--- config.mk ---
export PLATFORM = sky130hd
export DESIGN_NAME = rs_param
export DESIGN_NICKNAME = d
export VERILOG_FILES = /design/src/rtl/rs_param.sv
export SDC_FILE = /design/constraint.sdc
export NUM_CORES = 2
export LEC_CHECK = 0
export CORE_MARGIN = 4
export CORE_UTILIZATION = 40
export CTS_BUF_LIST = sky130_fd_sc_hd__clkbuf_8
export DETAILED_ROUTE_END_ITERATION = 8
export PLACE_DENSITY = 0.56
export SLEW_MARGIN = 30
export SYNTH_ARGS = -nofsm -noshare
export SYNTH_HDL_FRONTEND = slang
export SYNTH_SLANG_ARGS = --single-unit
--- constraint.sdc ---
create_clock -name clk_in -period 29.9 [get_ports clk_in]
set_input_delay 5.98 -clock clk_in [delete_from_list [all_inputs] [get_ports clk_in]]
set_output_delay 5.98 -clock clk_in [all_outputs]
set_load 0.02 [all_outputs]
--- src/rtl/rs_param.sv ---
// rs_param: reservation station with CDB wakeup, oldest-first dispatch and a registered dispatch slot.
module rs_param #(
  parameter int RS_DEPTH   = 16,
  parameter int ROB_IDX_W  = 4,
  parameter int CDB_N      = 2,
  parameter int WORD_W     = 32,
  parameter int IMM_W      = 32,
  parameter int ADDR_W     = 32,
  parameter int INSTR_ID_W = 6
) (
  input  logic                          clk_in,
  input  logic                          rst_n_in,
  input  logic                          rdy_in,
  input  logic                          issue_valid_in,
  output logic                          issue_ready_out,
  input  logic [INSTR_ID_W-1:0]         instr_id_in,
  input  logic [IMM_W-1:0]              imm_in,
  input  logic [ADDR_W-1:0]             pc_in,
  input  logic [ROB_IDX_W-1:0]          rob_pos_in,
  input  logic [ROB_IDX_W-1:0]          rs1_tag_in,
  input  logic [WORD_W-1:0]             rs1_reg_in,
  input  logic                          rs1_rob_rdy_in,
  input  logic [WORD_W-1:0]             rs1_rob_res_in,
  input  logic [ROB_IDX_W-1:0]          rs2_tag_in,
  input  logic [WORD_W-1:0]             rs2_reg_in,
  input  logic                          rs2_rob_rdy_in,
  input  logic [WORD_W-1:0]             rs2_rob_res_in,
  input  logic [CDB_N-1:0]              cdb_en_in,
  input  logic [CDB_N*ROB_IDX_W-1:0]    cdb_tag_in,
  input  logic [CDB_N*WORD_W-1:0]       cdb_res_in,
  input  logic [ROB_IDX_W-1:0]          rob_head_in,
  input  logic                          flush_in,
  output logic                          ex_valid_out,
  input  logic                          ex_ready_in,
  output logic [INSTR_ID_W-1:0]         ex_instr_id_out,
  output logic [IMM_W-1:0]              ex_imm_out,
  output logic [WORD_W-1:0]             ex_rs1_out,
  output logic [WORD_W-1:0]             ex_rs2_out,
  output logic [ADDR_W-1:0]             ex_pc_out,
  output logic [ROB_IDX_W-1:0]          ex_rob_pos_out,
  output logic [$clog2(RS_DEPTH):0]     free_cnt_out
);
  localparam int IW = $clog2(RS_DEPTH);
  localparam int CW = IW + 1;
  logic [RS_DEPTH-1:0]   busy, rdy_v, set, clr;
  logic [ROB_IDX_W-1:0]  t1 [RS_DEPTH];
  logic [ROB_IDX_W-1:0]  t2 [RS_DEPTH];
  logic [WORD_W-1:0]     v1 [RS_DEPTH];
  logic [WORD_W-1:0]     v2 [RS_DEPTH];
  logic [INSTR_ID_W-1:0] id [RS_DEPTH];
  logic [IMM_W-1:0]      imm [RS_DEPTH];
  logic [ADDR_W-1:0]     pc [RS_DEPTH];
  logic [ROB_IDX_W-1:0]  rob [RS_DEPTH];
  logic [ROB_IDX_W-1:0]  age [RS_DEPTH];
  logic [WORD_W:0]       w1 [RS_DEPTH];
  logic [WORD_W:0]       w2 [RS_DEPTH];
  logic [WORD_W:0]       s1, s2;
  logic [ROB_IDX_W-1:0]  c1_t, c2_t, best;
  logic [WORD_W-1:0]     c1_v, c2_v;
  logic [IW-1:0]         fidx, sidx;
  logic                  acc, any, load, disp;

  // Lowest-index CDB channel with a tag match wins; MSB of the result is the hit flag.
  function automatic logic [WORD_W:0] snoop(input logic [ROB_IDX_W-1:0] t,
                                            input logic [CDB_N-1:0] en,
                                            input logic [CDB_N*ROB_IDX_W-1:0] tg,
                                            input logic [CDB_N*WORD_W-1:0] rs);
    logic [WORD_W:0] r;
    r = '0;
    for (int c = CDB_N-1; c >= 0; c--)
      if (en[c] && tg[c*ROB_IDX_W +: ROB_IDX_W] == t) r = {1'b1, rs[c*WORD_W +: WORD_W]};
    return r;
  endfunction

  for (genvar i = 0; i < RS_DEPTH; i++) begin : g_e
    assign rdy_v[i] = busy[i] && t1[i] == '0 && t2[i] == '0;
    assign age[i]   = rob[i] - rob_head_in;
    assign w1[i]    = snoop(t1[i], cdb_en_in, cdb_tag_in, cdb_res_in);
    assign w2[i]    = snoop(t2[i], cdb_en_in, cdb_tag_in, cdb_res_in);
  end

  assign issue_ready_out = free_cnt_out != '0 && !flush_in;
  assign acc  = issue_valid_in && issue_ready_out && rdy_in;
  assign load = !ex_valid_out || ex_ready_in;
  assign disp = load && any;
  assign s1   = snoop(rs1_tag_in, cdb_en_in, cdb_tag_in, cdb_res_in);
  assign s2   = snoop(rs2_tag_in, cdb_en_in, cdb_tag_in, cdb_res_in);
  assign c1_t = (rs1_tag_in == '0 || s1[WORD_W] || rs1_rob_rdy_in) ? '0 : rs1_tag_in;
  assign c2_t = (rs2_tag_in == '0 || s2[WORD_W] || rs2_rob_rdy_in) ? '0 : rs2_tag_in;
  assign c1_v = rs1_tag_in == '0 ? rs1_reg_in : s1[WORD_W] ? s1[WORD_W-1:0] : rs1_rob_res_in;
  assign c2_v = rs2_tag_in == '0 ? rs2_reg_in : s2[WORD_W] ? s2[WORD_W-1:0] : rs2_rob_res_in;
  assign set  = acc ? (RS_DEPTH'(1) << fidx) : '0;
  assign clr  = disp ? (RS_DEPTH'(1) << sidx) : '0;

  always_comb begin
    fidx = '0;
    for (int i = RS_DEPTH-1; i >= 0; i--)
      if (!busy[i]) fidx = IW'(i);
  end

  // Strict less-than keeps the lower index on equal age.
  always_comb begin
    any  = 1'b0;
    sidx = '0;
    best = '0;
    for (int i = 0; i < RS_DEPTH; i++)
      if (rdy_v[i] && (!any || age[i] < best)) begin
        any  = 1'b1;
        sidx = IW'(i);
        best = age[i];
      end
  end

  always_ff @(posedge clk_in or negedge rst_n_in)
    if (!rst_n_in) begin
      busy         <= '0;
      ex_valid_out <= 1'b0;
      free_cnt_out <= CW'(RS_DEPTH);
    end else if (rdy_in) begin
      if (flush_in) begin
        busy         <= '0;
        ex_valid_out <= 1'b0;
        free_cnt_out <= CW'(RS_DEPTH);
      end else begin
        busy         <= (busy | set) & ~clr;
        free_cnt_out <= free_cnt_out - CW'(acc) + CW'(disp);
        if (load) ex_valid_out <= any;
      end
    end

  always_ff @(posedge clk_in)
    if (rdy_in && !flush_in) begin
      for (int i = 0; i < RS_DEPTH; i++)
        if (set[i]) begin
          t1[i]  <= c1_t;
          t2[i]  <= c2_t;
          v1[i]  <= c1_v;
          v2[i]  <= c2_v;
          id[i]  <= instr_id_in;
          imm[i] <= imm_in;
          pc[i]  <= pc_in;
          rob[i] <= rob_pos_in;
        end else begin
          if (busy[i] && t1[i] != '0 && w1[i][WORD_W]) begin
            v1[i] <= w1[i][WORD_W-1:0];
            t1[i] <= '0;
          end
          if (busy[i] && t2[i] != '0 && w2[i][WORD_W]) begin
            v2[i] <= w2[i][WORD_W-1:0];
            t2[i] <= '0;
          end
        end
      if (disp) begin
        ex_instr_id_out <= id[sidx];
        ex_imm_out      <= imm[sidx];
        ex_rs1_out      <= v1[sidx];
        ex_rs2_out      <= v2[sidx];
        ex_pc_out       <= pc[sidx];
        ex_rob_pos_out  <= rob[sidx];
      end
    end
endmodule
# Word-level counts from Yosys, hierarchy flattened
# Memory sizes are Yosys's and may differ from the RTL's. A register that Yosys moved wholly into a read port is not among the register bits.
# Index checks and enable logic that the tools add are counted.
dict set report word_totals {
  output_inout_bits 145
  wordCells 854
  latch_bits 0
  mem_count 8
  ff_bits 22
  rom_bits 0
  ram_bits 2336
}
dict set report classes {
  n_div 0
  n_eq_ne 68
  muxes 382
  reduce_logical 291
  bitwise 67
  n_shift 2
  multipliers 0
  n_lt_le_gt_ge 15
  add_sub_neg 18
}
# name depth word_bits read_ports rd_clocked_by_memory_dff wr line_no
set mem_list {}
lappend mem_list {imm 16 32 1 1 16 51} ;# logic [IMM_W-1:0] imm [RS_DEPTH];
lappend mem_list {pc 16 32 1 1 16 52} ;# logic [ADDR_W-1:0] pc [RS_DEPTH];
lappend mem_list {v1 16 32 1 1 16 48} ;# logic [WORD_W-1:0] v1 [RS_DEPTH];
lappend mem_list {v2 16 32 1 1 16 49} ;# logic [WORD_W-1:0] v2 [RS_DEPTH];
lappend mem_list {id 16 6 1 1 16 50} ;# logic [INSTR_ID_W-1:0] id [RS_DEPTH];
lappend mem_list {rob 16 4 17 1 16 53} ;# logic [ROB_IDX_W-1:0] rob [RS_DEPTH];
lappend mem_list {{+2 memories} - - - - - -}
# cell n
set ops {}
lappend ops {{two-way mux 33 bit} 68}
lappend ops {{two-way mux 32 bit} 36}
lappend ops {{two-way mux 4 bit} 79}
lappend ops {{== test 4 bit} 68}
lappend ops {{two-way mux 1 bit} 195}
lappend ops {{logical AND 1 bit} 184}
lappend ops {{logical NOT 4 bit} 34}
lappend ops {{nonzero test 4 bit} 32}
lappend ops {{OR 1 bit} 64}
lappend ops {{subtractor 4 bit} 16}
lappend ops {{less-than comparator 4 bit} 15}
lappend ops {{two-way mux 16 bit} 3}
lappend ops {{<< shifter 1 x 4 -> 16 bit (first input constant)} 2}
lappend ops {{logical OR 1 bit} 20}
lappend ops {{logical NOT 1 bit} 17}
lappend ops {{AND 16 bit} 1}
lappend ops {{NOT 16 bit} 1}
lappend ops {{OR 16 bit} 1}
lappend ops {{adder 5 x 1 -> 5 bit} 1}
lappend ops {{two-way mux 5 bit} 1}
lappend ops {{nonzero test 5 bit} 1}
lappend ops {{subtractor 5 x 1 -> 5 bit} 1}
lappend ops {{AND reduction 2 bit} 2}
lappend ops {{nonzero test 2 bit} 1}

# Longest topological paths before layout
# An unclocked memory read counts as a cell.
dict set report depth {
  ltp_word 70
  mapped_depth 136
  mapped_depth_nobuf 130
}

# Worst setup path before layout
# No wires, ideal clock.
dict set report synth_timing {
  path_type {input -> register}
  start {input rob_head_in[1]}
  end {register ex_imm_out[20] (read register of imm), data pin}
  arrival_ns 28.748
  setup_slack_ns 0.878
  setup_ns 0.273
  path_stages 126
  path_buffers 6
  cell_sequence {inv_1 ha_1 a21o_1 a21oi_1 xnor2_1 nand2_1 ha_1 a21oi_1 o21ai_0 a21oi_1 o2bb2ai_1 inv_1 ha_1 o21ai_0 o2bb2ai_1 a21oi_1 nor2_1 nor2_1 (+90 left out) or2_4 buf_2 nand2_1 o21a_1 ha_1 nor4b_1 nand2_1 a21oi_1 or3b_1 o211ai_2 or3_4 buf_2 buf_6 buf_2 clkbuf_1 a21oi_1 o21ai_0 o311ai_1}
}
dict set report synth_via {
  elab_chain_cells 64
}
# element line_no
set synth_lines {}
lappend synth_lines {{start: declaration} 31} ;# input logic [ROB_IDX_W-1:0] rob_head_in,
lappend synth_lines {{subtractor 4 bit} 77} ;# assign age[i] = rob[i] - rob_head_in;
lappend synth_lines {{two-way mux 4 bit} 107} ;# if (rdy_v[i] && (!any || age[i] < best)) begin
lappend synth_lines {{less-than comparator 4 bit} 107}
lappend synth_lines {{logical OR 1 bit} 107}
lappend synth_lines {{logical AND 1 bit} 107}
lappend synth_lines {{two-way mux 4 bit or two-way mux 1 bit (tied branches)} 107}
lappend synth_lines {{less-than comparator 4 bit or logical NOT 1 bit (tied branches)} 107}
lappend synth_lines {{logical OR 1 bit} 107}
lappend synth_lines {{(+48 left out)} -}
lappend synth_lines {{logical AND 1 bit} 107}
lappend synth_lines {{two-way mux 4 bit or two-way mux 1 bit (tied branches)} 107}
lappend synth_lines {{less-than comparator 4 bit or logical NOT 1 bit (tied branches)} 107}
lappend synth_lines {{logical OR 1 bit} 107}
lappend synth_lines {{logical AND 1 bit} 107}
lappend synth_lines {{two-way mux 1 bit} 107}
lappend synth_lines {{logical AND 1 bit} 85} ;# assign disp = load && any;
lappend synth_lines {{AND reduction 2 bit (no source line)} -}
lappend synth_lines {{end: declaration} 36} ;# output logic [IMM_W-1:0] ex_imm_out,
# Parallel ways exist; a longest one is shown, timed or not.
# A chain may end at the register's enable or synchronous reset.

# Final worst setup path
dict set report layout_timing {
  start {input rob_head_in[1]}
  end {register ex_rs2_out[4] (read register of v2), data pin}
}
dict set report layout_via {
  elab_chain_cells 64
}
# element line_no
set layout_lines {}
lappend layout_lines {{subtractor 4 bit} 77}
lappend layout_lines {{two-way mux 4 bit} 107}
lappend layout_lines {{less-than comparator 4 bit} 107}
lappend layout_lines {{logical OR 1 bit} 107}
lappend layout_lines {{logical AND 1 bit} 107}
lappend layout_lines {{two-way mux 4 bit or two-way mux 1 bit (tied branches)} 107}
lappend layout_lines {{less-than comparator 4 bit or logical NOT 1 bit (tied branches)} 107}
lappend layout_lines {{logical OR 1 bit} 107}
lappend layout_lines {{(+48 left out)} -}
lappend layout_lines {{logical AND 1 bit} 107}
lappend layout_lines {{two-way mux 4 bit or two-way mux 1 bit (tied branches)} 107}
lappend layout_lines {{less-than comparator 4 bit or logical NOT 1 bit (tied branches)} 107}
lappend layout_lines {{logical OR 1 bit} 107}
lappend layout_lines {{logical AND 1 bit} 107}
lappend layout_lines {{two-way mux 1 bit} 107}
lappend layout_lines {{logical AND 1 bit} 85}
lappend layout_lines {{AND reduction 2 bit (no source line)} -}
lappend layout_lines {{end: declaration} 38} ;# output logic [WORD_W-1:0] ex_rs2_out,
# Parallel ways exist; a longest one is shown, timed or not.

==> results.json <==
{
  "layout-drive-gt1-share": 0.125,
  "setup_viol": 0,
  "pre_cts_ws_ns": -0.731,
  "period_needed_ns": 28.36,
  "yosysSeqAreaShare": 0.592,
  "grt-ovfl-total": 0,
  "cp_max_fo": 25,
  "insertion_delay_ns": 1.12,
  "worstPathRequired_ns": 30.73,
  "grt_use_total": 0.292,
  "powerDensity_nw_per_um2": 50.4,
  "cp.arrival_ns": 29.19,
  "syn_area_sq_um": 126000,
  "htree_levels": 5,
  "pin_count": 441,
  "wire_per_inst_microns": 32.0,
  "die_h_microns": 570,
  "firstDrtPassIters": 9,
  "synth_area_leader_cell": "edfxtp_1",
  "fin_nets": 11300,
  "startpoint_type": "primary input",
  "hold_viol": 0,
  "placement.io_buffers": 440,
  "synth_area_leaders": "edfxtp_1 (59%), mux2i_1 (6.6%), a211oi_1 (5.0%)",
  "clockRootBuffer": "clkbuf_8",
  "slew_violations": 0,
  "yosys_warnings": 0,
  "fin_util": 0.467,
  "status": "complete, but fails checks",
  "synth_cells": 10600,
  "place_hpwl_microns": 280000,
  "area.growth.synth_to_final_pct": 15.8,
  "drv_cap": 0,
  "row_count": 205,
  "grt_pass1_vias": 95100,
  "core_sq_um": 313000,
  "syn_avg_cell_area_sq_um": 11.9,
  "hold_buffers": 0,
  "endpoint_kind": "flip-flop",
  "worst_path_most_repeated_cell": "ha_1",
  "ir_worst_vdd_mv": 0.0368,
  "grt_max_degree": 106,
  "p_leak_nw": 50.7,
  "totalWireLength_microns": 493000,
  "gp_congestion": 0.915,
  "drt_iter0_drc": 12600,
  "synth_top_area_share": 0.587,
  "crit_buf_inv": 12,
  "layout_setup_ws_ns": 1.54,
  "hold_slack_ns": 0.536,
  "synth_fp_nets": 11000,
  "synth_edf_count": 2466,
  "cts_made_buffers": 429,
  "synth-async-reset-ratio": 0.00881,
  "total_power_w": 0.00737,
  "skew_ns": 0.0959,
  "grt_first_pass_wirelength_microns": 692000,
  "min_path_type": "flip-flop to flip-flop",
  "placed_cell_area_sq_um": 138000,
  "clkTransAtPathRegs_ns": 0.06,
  "cts_tree": "yes",
  "final_cell_area_sq_um": 146000,
  "antenna_found_initial": 40,
  "fp.dieW_microns": 570,
  "crit_path_top_delay_cell": "clkdlybuf4s50_1",
  "ant_nets": 0,
  "maxSlewHeadroom": 0.272,
  "synth-seq-cells": 2496,
  "violations": "DRC",
  "drt-vias-per-instance": 6.33,
  "tightest_slew_ns": 1.09,
  "clk_path_buf_depth": 4,
  "num_vias": 97500,
  "start_util": 0.403,
  "synthFlopType": "edfxtp_1",
  "die-area_sq_um": 325000,
  "yosysUniqueCellTypes": 93,
  "worst-setup-path-type": "primary input to flip-flop",
  "drc": 5,
  "cp_top_family": "compound AO/OA/AOI/OAI gates",
  "slowest_delay_ns": 0.49,
  "fin_crit_sh": 0.948,
  "fmax_mhz": 35.3,
  "cts.sinks": 2496
}
## kinds of logic after synthesis
group / after synthesis / synth area share
AOI/OAI and AO/OA: 3214 / 0.173
xor gates and xnor gates: 322 / 0.0223
adders and majority gates: 111 / 0.0120
buffers and inverters: 1235 / 0.0381
DFF: 2496 / 0.592
muxes: 881 / 0.0704
and+or+nand+nor: 2324 / 0.0921
## power breakdown
part           total (W)  switching, W  internal, W
clock network    0.00286       0.00146      0.00140
registers        0.00391     0.0000112      0.00390
logic           0.000593      0.000383     0.000210
total            0.00737       0.00185      0.00551
## registers in the layout, indices dropped and copies added (netlist names), 5 cells and up
register         flops
rob                 64
busy                16
ex_imm_out          32
ex_rs1_out          32
ex_pc_out           32
pc                 512
id                  96
v2                 512
ex_instr_id_out      6
ex_rs2_out          32
t1                  64
t2                  64
v1                 512
free_cnt_out         5
imm                512
## synthesized netlist by cell type, drive strengths merged (13+ instances only)
master,count
a31oi,25
nand2,1008
a211o,13
or2,125
xor2,218
and3,131
a222oi,134
o21ai,372
nor2,170
fa,17
o211ai,14
nor4,95
dfrtp,21
nor3,26
o2bb2ai,124
a211oi,837
clkbuf,964
ha,91
mux2i,835
nand3,47
o311ai,126
buf,185
xnor2,104
nor2b,662
a21o,35
mux2,46
a22oi,29
inv,84
o21a,17
a21oi,1045
a221oi,221
edfxtp,2466
a22o,134
## worst register-to-register path, delay by kind of cell (launching register included)
| kind | cells | cell delay [ns] |
|---|---|---|
| AO/OA/AOI/OAI | 51 | 9.02 |
| adder cells (fa/ha/maj) | 15 | 4.28 |
| buffers and inverters | 9 | 1.48 |
| flip-flops | 1 | 0.44 |
| multiplexers | 6 | 1.68 |
| AND/OR/NAND/NOR | 36 | 6.68 |
## cells in the final DEF, fill, tap and decap left out, drive strengths merged, types with 46 or more instances in the layout
cell,instances
nor2b,662
a21oi,1045
inv,240
or2,125
clkbuf,435
clkinv,161
a22o,134
o2bb2ai,124
xnor2,104
a221oi,221
clkdlybuf4s50,429
nor2,170
nand2,1008
a211oi,837
nand3,47
mux2i,835
o21ai,372
nor4,95
edfxtp,2466
xor2,218
mux2,46
a222oi,134
o311ai,126
and3,131
ha,91
buf,612
## repair_timing
item                                    in CTS  in global routing
gates resized for setup                      0                 43
endpoints found under the setup margin       0                154
buffers inserted                             0                  5
## worst paths after layout
path	startpoint	to	slack (ns)	depth (start not counted)
max in group asynchronous	rst_n_in	free_cnt_out[4]	24.34	2
setup reg to reg	t2[0][1]	ex_rs2_out[4]	6.02	117
min in group asynchronous	rst_n_in	free_cnt_out[2]	5.24	2
setup / recovery	rob_head_in[1]	ex_rs2_out[4]	1.54	121
hold reg to reg	free_cnt_out[4]	free_cnt_out[4]	0.54	2
hold / removal	free_cnt_out[4]	free_cnt_out[4]	0.54	2
## metal layers
| metal | GRT usage | vias to the layer above | part of all wire |
|---|---|---|---|
| met5 | 0 | - | 0.000097 |
| met1 | 0.383 | 49000 | 0.39 |
| li1 | - | 41400 | - |
| met3 | 0.0529 | 1276 | 0.097 |
| met4 | 0.147 | 8 | 0.056 |
| met2 | 0.464 | 5860 | 0.45 |
## through the flow
stage | instances | TNS, ns
finish | 15400 | 0
global route | 15400 | -0.799
CTS | 15400 | 0
detailed placement | 14600 | -47.15
global placement | 14600 | -14.98
floorplan | 10600 | 0
## cell type report
type,count,area [sq um]
Fill cell,28200,167000
Sequential cell,2496,74800
Multi-Input combinational cell,6852,47800
Timing Repair Buffer,1041,10400
Clock buffer,435,5990
Tap cell,4140,5180
Clock inverter,323,1590
Inverter,86,360
Antenna cell,19,47.5
No activity file was read; power rests on OpenSTA's default activity.
